[src/rtl/mu0_pkg.sv]
// Shared widths, ALU operation codes and instruction opcodes for MU0.
// Latency: n/a (types and constants only).
// Backpressure: n/a.
package mu0_pkg;

    localparam int DATA_W = 16;
    localparam int ADDR_W = 12;
    localparam int OPC_W  = DATA_W - ADDR_W;

    typedef enum logic [1:0] {
        ALU_Y   = 2'd0,
        ALU_ADD = 2'd1,
        ALU_INC = 2'd2,
        ALU_SUB = 2'd3
    } alu_op_t;

    typedef enum logic [OPC_W-1:0] {
        LDA = 4'd0,
        STA = 4'd1,
        ADD = 4'd2,
        SUB = 4'd3,
        JMP = 4'd4,
        JGE = 4'd5,
        JNE = 4'd6,
        STP = 4'd7
    } opcode_t;

    // Build an instruction word from opcode and operand address.
    function automatic logic [DATA_W-1:0] mk_instr(opcode_t op, logic [ADDR_W-1:0] operand);
        return {op, operand};
    endfunction

endpackage

[src/rtl/mu0_datapath_if.sv]
// Control-to-datapath bundle: enables/selects in, memory bus and flags out.
// Latency: n/a (wires only).
// Backpressure: none; the datapath accepts a new control word every cycle.
interface mu0_datapath_if;
    import mu0_pkg::*;

    logic                  pc_en;
    logic                  ir_en;
    logic                  acc_en;
    logic                  x_sel;
    logic                  y_sel;
    logic                  addr_sel;
    alu_op_t               m;
    logic [DATA_W-1:0]     data_in;
    logic [DATA_W-1:0]     data_out;
    logic [ADDR_W-1:0]     address;
    logic [OPC_W-1:0]      f;
    logic                  n;
    logic                  z;
    logic [ADDR_W-1:0]     pc_q;
    logic [DATA_W-1:0]     ir_q;
    logic [DATA_W-1:0]     acc_q;

    // Control unit / memory side.
    modport master (
        output pc_en, ir_en, acc_en, x_sel, y_sel, addr_sel, m, data_in,
        input  data_out, address, f, n, z, pc_q, ir_q, acc_q
    );

    // Datapath side.
    modport slave (
        input  pc_en, ir_en, acc_en, x_sel, y_sel, addr_sel, m, data_in,
        output data_out, address, f, n, z, pc_q, ir_q, acc_q
    );

endinterface

[src/rtl/mu0_alu.sv]
// Four-function ALU: pass Y, X+Y, X+1, X-Y, all modulo 2^DATA_W.
// Latency: combinational, zero cycles.
// Backpressure: none.
module mu0_alu import mu0_pkg::*; #(
    parameter int DATA_W = 16
) (
    input  logic [DATA_W-1:0] x,
    input  logic [DATA_W-1:0] y,
    input  alu_op_t           m,
    output logic [DATA_W-1:0] result
);

    // Select the operation; carries out of the top bit are dropped.
    always_comb begin
        result = y;
        case (m)
            ALU_Y:   result = y;
            ALU_ADD: result = x + y;
            ALU_INC: result = x + DATA_W'(1);
            ALU_SUB: result = x - y;
            default: result = y;
        endcase
    end

endmodule

[src/rtl/mu0_datapath.sv]
// MU0 datapath: PC/IR/Acc registers, X/Y/address muxes and the ALU.
// Latency: one clk edge from enable to register; muxes/ALU are zero-cycle.
// Backpressure: none; every enabled edge loads unconditionally.
module mu0_datapath import mu0_pkg::*; (
    input  logic          clk,
    input  logic          rst,
    mu0_datapath_if.slave bus
);

    logic [ADDR_W-1:0] pc_r;
    logic [DATA_W-1:0] ir_r;
    logic [DATA_W-1:0] acc_r;
    logic [ADDR_W-1:0] operand;
    logic [DATA_W-1:0] alu_x;
    logic [DATA_W-1:0] alu_y;
    logic [DATA_W-1:0] alu_res;

    assign operand = ir_r[ADDR_W-1:0];

    // Operand and address muxes; PC and IR operand are zero-extended to DATA_W.
    assign alu_x = bus.x_sel ? {{OPC_W{1'b0}}, pc_r}    : acc_r;
    assign alu_y = bus.y_sel ? {{OPC_W{1'b0}}, operand} : bus.data_in;

    mu0_alu #(.DATA_W(DATA_W)) u_alu (
        .x      (alu_x),
        .y      (alu_y),
        .m      (bus.m),
        .result (alu_res)
    );

    // PC keeps only the low address bits of the ALU result, so PC+1 wraps at the top.
    always_ff @(posedge clk or posedge rst) begin
        if (rst)
            pc_r <= '0;
        else if (bus.pc_en)
            pc_r <= alu_res[ADDR_W-1:0];
    end

    // IR captures memory read data as-is.
    always_ff @(posedge clk or posedge rst) begin
        if (rst)
            ir_r <= '0;
        else if (bus.ir_en)
            ir_r <= bus.data_in;
    end

    // Acc takes the full-width ALU result.
    always_ff @(posedge clk or posedge rst) begin
        if (rst)
            acc_r <= '0;
        else if (bus.acc_en)
            acc_r <= alu_res;
    end

    // Flags come from the registered Acc only, so they never glitch with selects.
    assign bus.n        = acc_r[DATA_W-1];
    assign bus.z        = (acc_r == '0);
    assign bus.f        = ir_r[DATA_W-1:ADDR_W];
    assign bus.address  = bus.addr_sel ? operand : pc_r;
    assign bus.data_out = alu_x;
    assign bus.pc_q     = pc_r;
    assign bus.ir_q     = ir_r;
    assign bus.acc_q    = acc_r;

endmodule

[src/flat_wrapper.sv]
// flat-port wrapper written by rule: the top's interface ports become plain ports
module mu0_datapath_flat import mu0_pkg::*;
  (clk, rst, bus_pc_en, bus_ir_en, bus_acc_en, bus_x_sel, bus_y_sel, bus_addr_sel, bus_m, bus_data_in, bus_data_out, bus_address, bus_f, bus_n, bus_z, bus_pc_q, bus_ir_q, bus_acc_q);
  mu0_datapath_if bus_i ();
  input  logic clk;
  input  logic rst;
  input wire logic [$bits(bus_i.pc_en)-1:0] bus_pc_en;
  input wire logic [$bits(bus_i.ir_en)-1:0] bus_ir_en;
  input wire logic [$bits(bus_i.acc_en)-1:0] bus_acc_en;
  input wire logic [$bits(bus_i.x_sel)-1:0] bus_x_sel;
  input wire logic [$bits(bus_i.y_sel)-1:0] bus_y_sel;
  input wire logic [$bits(bus_i.addr_sel)-1:0] bus_addr_sel;
  input wire logic [$bits(bus_i.m)-1:0] bus_m;
  input wire logic [$bits(bus_i.data_in)-1:0] bus_data_in;
  output wire logic [$bits(bus_i.data_out)-1:0] bus_data_out;
  output wire logic [$bits(bus_i.address)-1:0] bus_address;
  output wire logic [$bits(bus_i.f)-1:0] bus_f;
  output wire logic [$bits(bus_i.n)-1:0] bus_n;
  output wire logic [$bits(bus_i.z)-1:0] bus_z;
  output wire logic [$bits(bus_i.pc_q)-1:0] bus_pc_q;
  output wire logic [$bits(bus_i.ir_q)-1:0] bus_ir_q;
  output wire logic [$bits(bus_i.acc_q)-1:0] bus_acc_q;
  assign bus_i.pc_en = bus_pc_en;
  assign bus_i.ir_en = bus_ir_en;
  assign bus_i.acc_en = bus_acc_en;
  assign bus_i.x_sel = bus_x_sel;
  assign bus_i.y_sel = bus_y_sel;
  assign bus_i.addr_sel = bus_addr_sel;
  assign bus_i.m = bus_m;
  assign bus_i.data_in = bus_data_in;
  assign bus_data_out = bus_i.data_out;
  assign bus_address = bus_i.address;
  assign bus_f = bus_i.f;
  assign bus_n = bus_i.n;
  assign bus_z = bus_i.z;
  assign bus_pc_q = bus_i.pc_q;
  assign bus_ir_q = bus_i.ir_q;
  assign bus_acc_q = bus_i.acc_q;
  mu0_datapath u_core (.clk(clk), .rst(rst), .bus(bus_i));
endmodule
[config.mk]
export PLATFORM = sky130hd
export DESIGN_NAME = mu0_datapath_flat
export DESIGN_NICKNAME = d
export VERILOG_FILES = /design/src/rtl/mu0_pkg.sv /design/src/rtl/mu0_datapath_if.sv /design/src/rtl/mu0_alu.sv /design/src/rtl/mu0_datapath.sv /design/src/flat_wrapper.sv
export SDC_FILE = /design/constraint.sdc
export NUM_CORES = 1
export LEC_CHECK = 0
export BUFFER_PORTS_ARGS = -buffer_cell sky130_fd_sc_hd__buf_2
export CAP_MARGIN = 10
export CORE_MARGIN = 2
export CORE_UTILIZATION = 35
export CTS_CLUSTER_SIZE = 8
export DETAILED_ROUTE_END_ITERATION = 7
export MAX_ROUTING_LAYER = met4
export SYNTH_ARGS = -nofsm -noshare
export SYNTH_HDL_FRONTEND = slang
export SYNTH_SLANG_ARGS = --single-unit
[constraint.sdc]
create_clock -name clk -period 8.8 [get_ports clk]
set_clock_uncertainty 0.15 [all_clocks]
set_input_delay 0.44 -clock clk [delete_from_list [all_inputs] [get_ports clk]]
set_output_delay 0.44 -clock clk [all_outputs]
set_load 0.02 [all_outputs]
==> results of run 1 <==
-- cell usage after synthesis (6+ instances only) --
cell      number
a21o_1         8
a21oi_1       36
and3_1         6
clkbuf_1      14
dfrtp_1       44
ha_1          16
inv_1          9
mux2_2        46
mux2i_1       13
nand2_1       30
nand2b_1       6
nand3_1       10
nor2_1        43
nor2b_1        6
nor3_1        12
nor4_1         8
o21a_1         9
o21ai_0       29
-- final cells by class --
type | instances | area, µm² | area share
clock buffer | 6 | 82.6 | 0.0190
clock inverter | 2 | 38.8 | 0.00892
inverter | 10 | 37.5 | 0.00864
multi-input combinational | 344 | 2400 | 0.552
sequential | 44 | 1100 | 0.253
tap | 136 | 170 | 0.0391
timing repair buffer | 103 | 515 | 0.119
-- how the worst max path moves through the flow --
stage                                 to  slack [ns]  cells after the start
floorplan           u_core.bus.acc_q[15]        4.17                     19
global placement    u_core.bus.acc_q[15]        4.04                     17
detailed placement  u_core.bus.acc_q[15]        3.88                     17
CTS                 u_core.bus.acc_q[15]        4.19                     17
global route        u_core.bus.acc_q[15]        3.83                     17
finish              u_core.bus.acc_q[15]        4.14                     17
-- cells by family after synthesis --
kind of cell               count (synthesis)  share of synthesized area
AOI/OAI and AO/OA                        116                      0.201
xor gates and xnor gates                   8                     0.0191
adders and majority gates                 17                     0.0602
buffers and inverters                     35                     0.0434
DFF                                       44                      0.301
muxes                                     59                      0.177
and+or+nand+nor                          144                      0.198
-- layer usage --
metal	vias up	wire [µm]
li1	1731	-
met4	0	346
met5	-	0
met3	21	625
met2	130	5360
met1	1702	5070
-- report_power, final --
group	total, W	switching (W)	internal [W]
clock network	0.000171	0.0000783	0.0000931
registers	0.000354	0.0000832	0.000270
logic	0.000802	0.000489	0.000313
-- sequential cells by signal, summed over array words and instances (netlist names) --
name / flops
u_core.bus.pc_q: 12
u_core.bus.ir_q: 16
u_core.bus.acc_q: 16
-- cells in the final DEF (no fill, tap or decap), types with 3 or more instances in the layout --
cell type,Yosys,routed
a21o_1,8,8
o221ai_1,5,5
nor2b_1,6,6
o31ai_1,3,3
nor2_1,43,43
o21ai_0,29,29
nand2_1,30,30
or3_1,5,5
buf_2,1,103
inv_1,9,8
and3_1,6,6
nor3_1,12,12
xor2_1,5,5
o21a_1,9,9
a31oi_1,4,4
nand3b_1,4,4
mux2i_1,13,13
nor4_1,8,8
nand3_1,10,10
dfrtp_1,44,44
ha_1,16,16
nand2b_1,6,6
clkbuf_8,0,6
a21oi_1,36,36
xnor2_1,3,3
mux2_2,46,46
-- metrics by stage --
stage | utilization | setup WS, ns | area [µm²] | total power (W) | cells
finish | 0.425 | 4.14 | 4350 | 0.00133 | 645
detailed placement | 0.413 | 3.88 | 4230 | 0.00116 | 637
global placement | 0.413 | 4.04 | 4230 | 0.00115 | 637
CTS | 0.425 | 4.19 | 4350 | 0.00134 | 645
global route | 0.425 | 3.83 | 4350 | 0.00143 | 645
floorplan | - | 4.17 | 3660 | 0.000907 | 423
==> results.md, run 1 <==
* Minimum clock period at between 4 and 5 ns
* DRT Wirelength at 11.4 mm
* Top delay family on crit path: compound AO/OA/AOI/OAI gates
* Max FO, Critical Path at 28
* First DRT Iteration DRCs at around 240
* Slew margin rel. at 0.259
* Sink Count at 44
* Starting Density at 0.358
* P per Cell Area at 305 nW/µm²
* Cts bufs inserted at 5
* Post-CTS Setup Inserts at 0
* TritonCTS clock tree: done
* Cell Area, Synth at 3660 µm²
* Hold Buf Count CTS at 0
* Via density at 5.56
* Met3 Track Usage GR at 0.0239
* Ys Warns at 0
* HPWL after detailed placement at 8.76 mm
* IO Pins at 104
* DIE HEIGHT at 106 µm
* Worst Hold Class: in -> async
* Post-synth EDFFs at 0
* Share of cells above drive strength 1 at 0.326
* Synth Instances at 423
* Period utilization at 0.529
* Die Area at 11300 µm²
* Clk root buf: clkbuf_8
* Synth cell types at 56
* CP max stage delay at approximately 0.51 ns
* RSZ-0062 raised after global routing: no
* Post_cts resized at 0
* Lkg Pwr at 1.97 nW
* GPL Wtd Cong at 0.966
* Startpoint types: primary input
* Worst-path clk slew at 0.10 ns
* Fin. max-slew vios at 0
* WL/cell at 17.7 µm
* Total iterations of the first detailed-routing run at 4
* GRT busiest layer: met2
* N_diodes at 0
* Critical path arrival at 4.73 ns
* Area leader, netlist: dfrtp_1
* Clk_lat worst skew at around 0.31 ns
* Largest net degree at the start of global routing at 45
* Worst reg2reg startpoint: u_core.bus.ir_q[1]
* Syn Nets at 466
* Via Count at approximately 3600
* Sequential fraction of the synthesis area at 0.301
* Ys flop type: dfrtp_1
* Final hold vios at 0
* Status: finished clean
* PortBufs at slightly above 100
* Reg2reg setup slack at 4.40 ns
* Worst-path cell chain: buf_2, mux2_2, inv_1, ha_1, o21ai_0, o21bai_1, o21a_1, nand2_1, mux2_2, o221ai_1, ha_1, a21oi_1, o21ai_0, nor4_1, nor2_1, or4_1, a41oi_2
* Flip-flop and latch count after synthesis at 44
* Num rows at 37
* Die X at approximately 110 µm
* CTS max path bufs at 2
* Max Cap Violations at 0
* Met1 Usage GRT at 0.268
* Share of the synthesized area in the top cell type at 0.301
* Critical Path Start: bus_y_sel
* DRC viols at 0
* Setup TNS at 0 ns
* GR Overflow Total at 0
* Slew @ Worst Pin at 1.11 ns
* Mapped Avg Cell Area at 8.65 µm²
* DRT antenna net count at 0
* FILL cells at 1034
* GR Util All Layers at 0.209
* Initial antenna violation count at 0
* Area Overhead vs Synth at 18.7%
* Crit end category: register
* First-pass GRT wire length at 18.0 mm
* Highest-delay cell along the critical path: or4_1
* Required time of the worst setup path at 8.87 ns
* H-tree Lvls at 2
* Worst path bufs/invs at 2
* Top post-synthesis cells by area: dfrtp_1 (30%), mux2_2 (14%), ha_1 (5.5%), a21oi_1 (4.9%), nor2_1 (4.4%)
* Vias in the first global route at 3490
* Reg2Reg Depth at 16
* Maximum clock frequency at 215 MHz
* M2 GR Usage at 0.346
* Final nets at around 550
* Hold Worst Slack at approximately 0.18 ns
* Kind of critical path: in -> reg
* Setup violations, final at 0
* Ys async rst share at 1.00
* Peak supply drop at roughly 0.18 mV
* RR Endpoint: u_core.bus.acc_q[15]
* Core area at 10200 µm²
(Power assumes the default switching activity.)
==> run 2: changes to the inputs <==
==> constraint.sdc (replaced) <==
create_clock -name clk -period 4.29 [get_ports clk]
set_clock_uncertainty 0.15 [all_clocks]
set_input_delay 0.2145 -clock clk [delete_from_list [all_inputs] [get_ports clk]]
set_output_delay 0.2145 -clock clk [all_outputs]
set_load 0.02 [all_outputs]
==> run 2 against run 1 <==
  * The run now ends with negative hold slack left
  * Flip-flop and latch count unchanged
  * Register-to-register slack got worse by 4.2 ns
  * Critical path type is now reg -> reg
  * Wire length rose by 2.3%
  * Clock power up 71%
  * Sequential share of layout area is 0.37 points lower
  * Setup slack got worse by 4.0 ns
==> results.md, run 2 (same netlist as run 1, synthesis figures left out) <==
* Total iterations of the first detailed-routing run at 5
* Critical path arrival at 4.18 ns
* Status: complete, but fails checks
* DRT antenna net count at 0
* Tot Pwr at 0.00269 W
* Setup violations, final at 0
* Share of cells above drive strength 1 at 0.345
* Peak supply drop at 0.373 mV
* Via Count at between 3000 and 4000
* Lkg Pwr at 2.00 nW
* Crit end category: register
* DRC viols at 0
* P per Cell Area at 611 nW/µm²
* Area Overhead vs Synth at 20.5%
* Worst reg2reg startpoint: u_core.bus.ir_q[2]
* Final hold vios at 38
* Setup TNS at 0 ns
* Die Area at 11300 µm²
* Max Cap Violations at 0
* Maximum clock frequency at 243 MHz
* Period utilization at 0.958
* N_diodes at 0
* PortBufs at just over 100
* H-tree Lvls at 2
* FILL cells at 1079
* Worst Hold Class: in -> async
* Core area at 10200 µm²
* Worst-path clk slew at ~0.090 ns
* Fin. max-slew vios at 0
* GR Overflow Total at 0
* TritonCTS clock tree: done
* Largest net degree at the start of global routing at 45
* Hold Worst Slack at -0.0220 ns
* Slew @ Worst Pin at between 0.9 and 1 ns
* Via density at 5.55
* Sink Count at 44
* Commonest non-fill, non-tap cell in the layout: buf_2
* GR Util All Layers at 0.214
* Clk_lat worst skew at around 0.30 ns
* Final nets at 561
* WL/cell at 17.8 µm
* Starting Density at 0.358
* First-pass GRT wire length at 18.6 mm
* GPL Wtd Cong at 0.968
* RSZ-0062 raised after global routing: no
* Kind of critical path: reg -> reg
* Num rows at 37
* Required time of the worst setup path at 4.36 ns
* Minimum clock period at 4.11 ns
* Initial antenna violation count at 0
* Die X at 106 µm
* Vias in the first global route at 3477
* Startpoint types: register
* Max FO, Critical Path at 6
* DRT Wirelength at approximately 12 mm
* Clk root buf: clkbuf_8
* Failing checks: negative hold slack
* Cts bufs inserted at 5
* IO Pins at 104
* First DRT Iteration DRCs at 192
* Critical Path Start: u_core.bus.ir_q[2]
* HPWL after detailed placement at 8.95 mm
* Reg2reg setup slack at ~0.18 ns
* DIE HEIGHT at 106 µm
* Slew margin rel. at 0.355
* CTS max path bufs at 2
* Most frequent cells in the layout: buf_2 (103), mux2_2 (46), dfrtp_1 (44), nor2_1 (43), a21oi_1 (35)
-- run 2: worst paths after layout --
| path | end | cells past startpoint |
|---|---|---|
| min | u_core.bus.ir_q[0] | 2 |
| max in group asynchronous | u_core.bus.acc_q[14] | 2 |
| min reg2reg | u_core.bus.ir_q[12] | 1 |
| max reg2reg | u_core.bus.acc_q[15] | 14 |
| min in group clk | u_core.bus.ir_q[6] | 2 |
| max | u_core.bus.acc_q[15] | 14 |
-- run 2: per-layer routing --
| layer | routed length (µm) | track usage |
|---|---|---|
| met5 | 0 | - |
| met3 | 593 | 0.0258 |
| met4 | 215 | 0.0620 |
| met2 | 5570 | 0.356 |
| met1 | 5290 | 0.276 |
-- run 2: critical path, cell delays in order, from the launching register on --
cell	delay (ns)
dfrtp_1	0.48
nor4b_2	0.39
o21ai_1	0.19
nor3b_2	0.31
a21o_1	0.26
nand2_1	0.07
mux2_2	0.26
o221ai_1	0.24
ha_1	0.34
nand2_1	0.09
o21ai_0	0.14
nor4_1	0.35
nor2_1	0.08
or4_1	0.50
a41oi_2	0.18
-- run 2: cell type report --
cell class / instances / area (µm²) / share of cell area
Multi-Input combinational cell: 344 / 2420 / 0.548
Sequential cell: 44 / 1100 / 0.250
Timing Repair Buffer: 113 / 591 / 0.134
Tap cell: 136 / 170 / 0.0386
Clock buffer: 7 / 86.3 / 0.0196
Inverter: 10 / 37.5 / 0.00851
Clock inverter: 1 / 7.51 / 0.00170
-- run 2: what timing repair did --
| action | CTS | global route |
|---|---|---|
| setup endpoints to repair | 0 | 6 |
| resized for setup | 0 | 4 |
| hold buffers | 0 | 0 |
| setup buffers | 0 | 4 |
-- run 2: per-stage QoR --
stage / cells / worst slack (ns) / instance area (µm²) / util
2_1_floorplan: 423 / 0.0435 / 3660 / -
3_3_place_gp: 643 / 0.287 / 4270 / 0.417
3_5_place_dp: 643 / 0.122 / 4270 / 0.417
4_1_cts: 651 / 0.0618 / 4360 / 0.427
5_1_grt: 655 / 0.00141 / 4410 / 0.431
6_report: 655 / 0.181 / 4410 / 0.431
-- run 2: power by group --
group / switching (W) / internal (W)
clock network: 0.000160 / 0.000131
logic: 0.00102 / 0.000661
registers: 0.000169 / 0.000555
total: 0.00135 / 0.00135
==> run 3: changes to the inputs <==
--- a/config.mk
+++ b/config.mk
@@ -7,11 +7,15 @@
 export LEC_CHECK = 0
 export BUFFER_PORTS_ARGS = -buffer_cell sky130_fd_sc_hd__buf_2
 export CAP_MARGIN = 10
+export CELL_PAD_IN_SITES_DETAIL_PLACEMENT = 0
+export CELL_PAD_IN_SITES_GLOBAL_PLACEMENT = 2
 export CORE_MARGIN = 2
-export CORE_UTILIZATION = 35
+export CORE_UTILIZATION = 28
 export CTS_CLUSTER_SIZE = 8
 export DETAILED_ROUTE_END_ITERATION = 7
+export GPL_ROUTABILITY_DRIVEN = 0
 export MAX_ROUTING_LAYER = met4
+export PLACE_DENSITY_LB_ADDON = 0.1
 export SYNTH_ARGS = -nofsm -noshare
 export SYNTH_HDL_FRONTEND = slang
 export SYNTH_SLANG_ARGS = --single-unit
==> constraint.sdc (replaced) <==
create_clock -name clk -period 3.55 [get_ports clk]
set_clock_uncertainty 0.15 [all_clocks]
set_input_delay 0.1775 -clock clk [delete_from_list [all_inputs] [get_ports clk]]
set_output_delay 0.1775 -clock clk [all_outputs]
set_load 0.02 [all_outputs]
==> run 3 against run 2 <==
  * The run still ends with negative hold slack left
  * Die area increased by 24%
  * Design area rose by 16%
  * Critical path depth up 2
  * Clock power grew 70%
  * Non-clock buffer count increased by 55
  * Sequential share of layout area is 3.5 points lower
  * Cell count is 14% higher
  * Power grew 40%
  * Wire length increased by 14%
  * Sequential power rose by 25%
  * Setup slack worse by 0.15 ns
  * Hold slack got worse by 0.0063 ns
  * Critical path type unchanged
==> results.md, run 3 (same netlist as run 1, synthesis figures left out) <==
* Most frequent cells in the layout: buf_2 (103), buf_4 (57), mux2_2 (44), dfrtp_1 (44), nor2_1 (43)
* HPWL after detailed placement at 10.3 mm
* Total iterations of the first detailed-routing run at 4
* DRC viols at 0
* Slew @ Worst Pin at 1.02 ns
* IO Pins at 104
* Fin. max-slew vios at 0
* Via Count at 3767
* Share of cells above drive strength 1 at 0.434
* First-pass GRT wire length at about 21 mm
* Final hold vios at 44
* Die Area at 14000 µm²
* Required time of the worst setup path at around 3.6 ns
* GR Util All Layers at 0.197
* Critical path arrival at 3.59 ns
* Period utilization at 0.992
* Minimum clock period at 3.52 ns
* Via density at 5.05
* Lkg Pwr at 2.32 nW
* GR Overflow Total at 0
* Cts bufs inserted at 5
* Vias in the first global route at 3674
* Kind of critical path: reg -> reg
* Worst Hold Class: in -> async
* P per Cell Area at 733 nW/µm²
* Slew margin rel. at 0.319
* Startpoint types: register
* CTS max path bufs at 2
* Clk root buf: clkbuf_16
* Placed inst area at 4740 µm²
* Maximum clock frequency at 284 MHz
* Starting Density at 0.289
* FILL cells at ~1300
* Crit end category: register
* Num rows at 41
* DRT antenna net count at 0
* Final nets at just over 600
* Largest net degree at the start of global routing at 45
* Sink Count at 44
* Setup violations, final at 0
* Initial antenna violation count at 0
* H-tree Lvls at 2
* Hold Worst Slack at -0.0283 ns
* WL/cell at 17.9 µm
* Max Cap Violations at 0
* Reg area at 1100 µm²
* PortBufs at 103
* Final Instance Area at 5130 µm²
* Clk_lat worst skew at 0.30 ns
* Failing checks: negative hold slack
* Peak supply drop at 0.294 mV
* Die X at around 120 µm
* Core area at about 13000 µm²
* First DRT Iteration DRCs at 188
* Multi-input logic area at 2600 µm²
* Commonest non-fill, non-tap cell in the layout: buf_2
* DIE HEIGHT at 118 µm
* N_diodes at 0
* DRT Wirelength at about 13 mm
* TritonCTS clock tree: done
* RSZ-0062 raised after global routing: yes
* Area Overhead vs Synth at 40.1%
* Worst-path clk slew at 0.07 ns
* Status: complete, but fails checks
* Max FO, Critical Path at 4
[run 3: cell count changes in the layout (fill, tap and decap cells not counted), moves of 4 or more]
| cell | before | now |
|---|---|---|
| buf_4 | 10 | 57 |
| dlygate4sd3_1 | 0 | 8 |
| clkbuf_16 | 0 | 5 |
| clkbuf_8 | 6 | 1 |
| a21oi_1 | 35 | 31 |
| a21oi_2 | 1 | 5 |
| o21ai_0 | 29 | 25 |
[run 3: metal layers]
layer  share of wire  GRT usage  up-vias
met5               0          -        -
met4           0.014     0.0542        0
met3           0.035     0.0261       12
met2            0.43      0.283       93
met1            0.52      0.289     1801
li1                -          -     1861
[run 3: worst max-delay path: stages (launching register included)]
cell and delay [ns]:
dfrtp_1 0.41, mux2_4 0.29, inv_4 0.07, ha_4 0.15, o21ai_4 0.07, o21bai_4 0.14, o21a_1 0.17, nand2_1 0.06
mux2_4 0.29, o221ai_4 0.17, ha_4 0.24, a21oi_2 0.14, o21ai_2 0.10, nor4_4 0.35, nor2_1 0.07, or4_1 0.41
a41oi_2 0.15
[run 3: report_power, final]
group | internal, W | leakage [nW] | switching (W)
combinational | 0.00102 | 1.74 | 0.00134
clock | 0.000281 | 0.0701 | 0.000216
sequential | 0.000671 | 0.507 | 0.000233
[run 3: cell type report]
type,instances,area share
inverter,10,0.00780
sequential,44,0.215
clock inverter,1,0.00146
clock buffer,7,0.0278
multi-input combinational,344,0.507
tap,172,0.0420
timing repair buffer,168,0.200
[run 3: repair_timing]
item	in CTS	in global routing
gates resized for setup	2	24
hold buffers	8	0
pin swaps	1	6
hold endpoints to repair	8	0
buffers inserted	0	2
setup endpoints to repair	1	11
[run 3: path summary, 6_finish.rpt]
| path | start | endpoint | slack (ns) | depth (start not counted) |
|---|---|---|---|---|
| worst max-delay path | u_core.bus.ir_q[1] | u_core.bus.acc_q[15] | 0.03 | 16 |
| worst min-delay path | rst | u_core.bus.pc_q[3] | -0.03 | 2 |
| worst max register to register | u_core.bus.ir_q[1] | u_core.bus.acc_q[15] | 0.03 | 16 |
| worst min register to register | u_core.bus.ir_q[13] | u_core.bus.ir_q[13] | 0.37 | 1 |
| max in group asynchronous | rst | u_core.bus.ir_q[6] | 2.65 | 2 |
| min in group clk | bus_data_in[0] | u_core.bus.ir_q[0] | 0.01 | 2 |
[run 3: metrics by stage]
step | total power [W] | TNS (ns) | cells | setup WS (ns) | util
after detailed placement | 0.00316 | -0.174 | 728 | -0.174 | 0.374
after global routing | 0.00405 | -0.625 | 746 | -0.205 | 0.405
final | 0.00376 | 0 | 746 | 0.0288 | 0.405
after global placement | 0.00315 | -0.104 | 728 | -0.104 | 0.374
after CTS | 0.00369 | 0 | 744 | 0.00120 | 0.393
after floorplan | 0.00227 | -0.143 | 423 | -0.143 | -
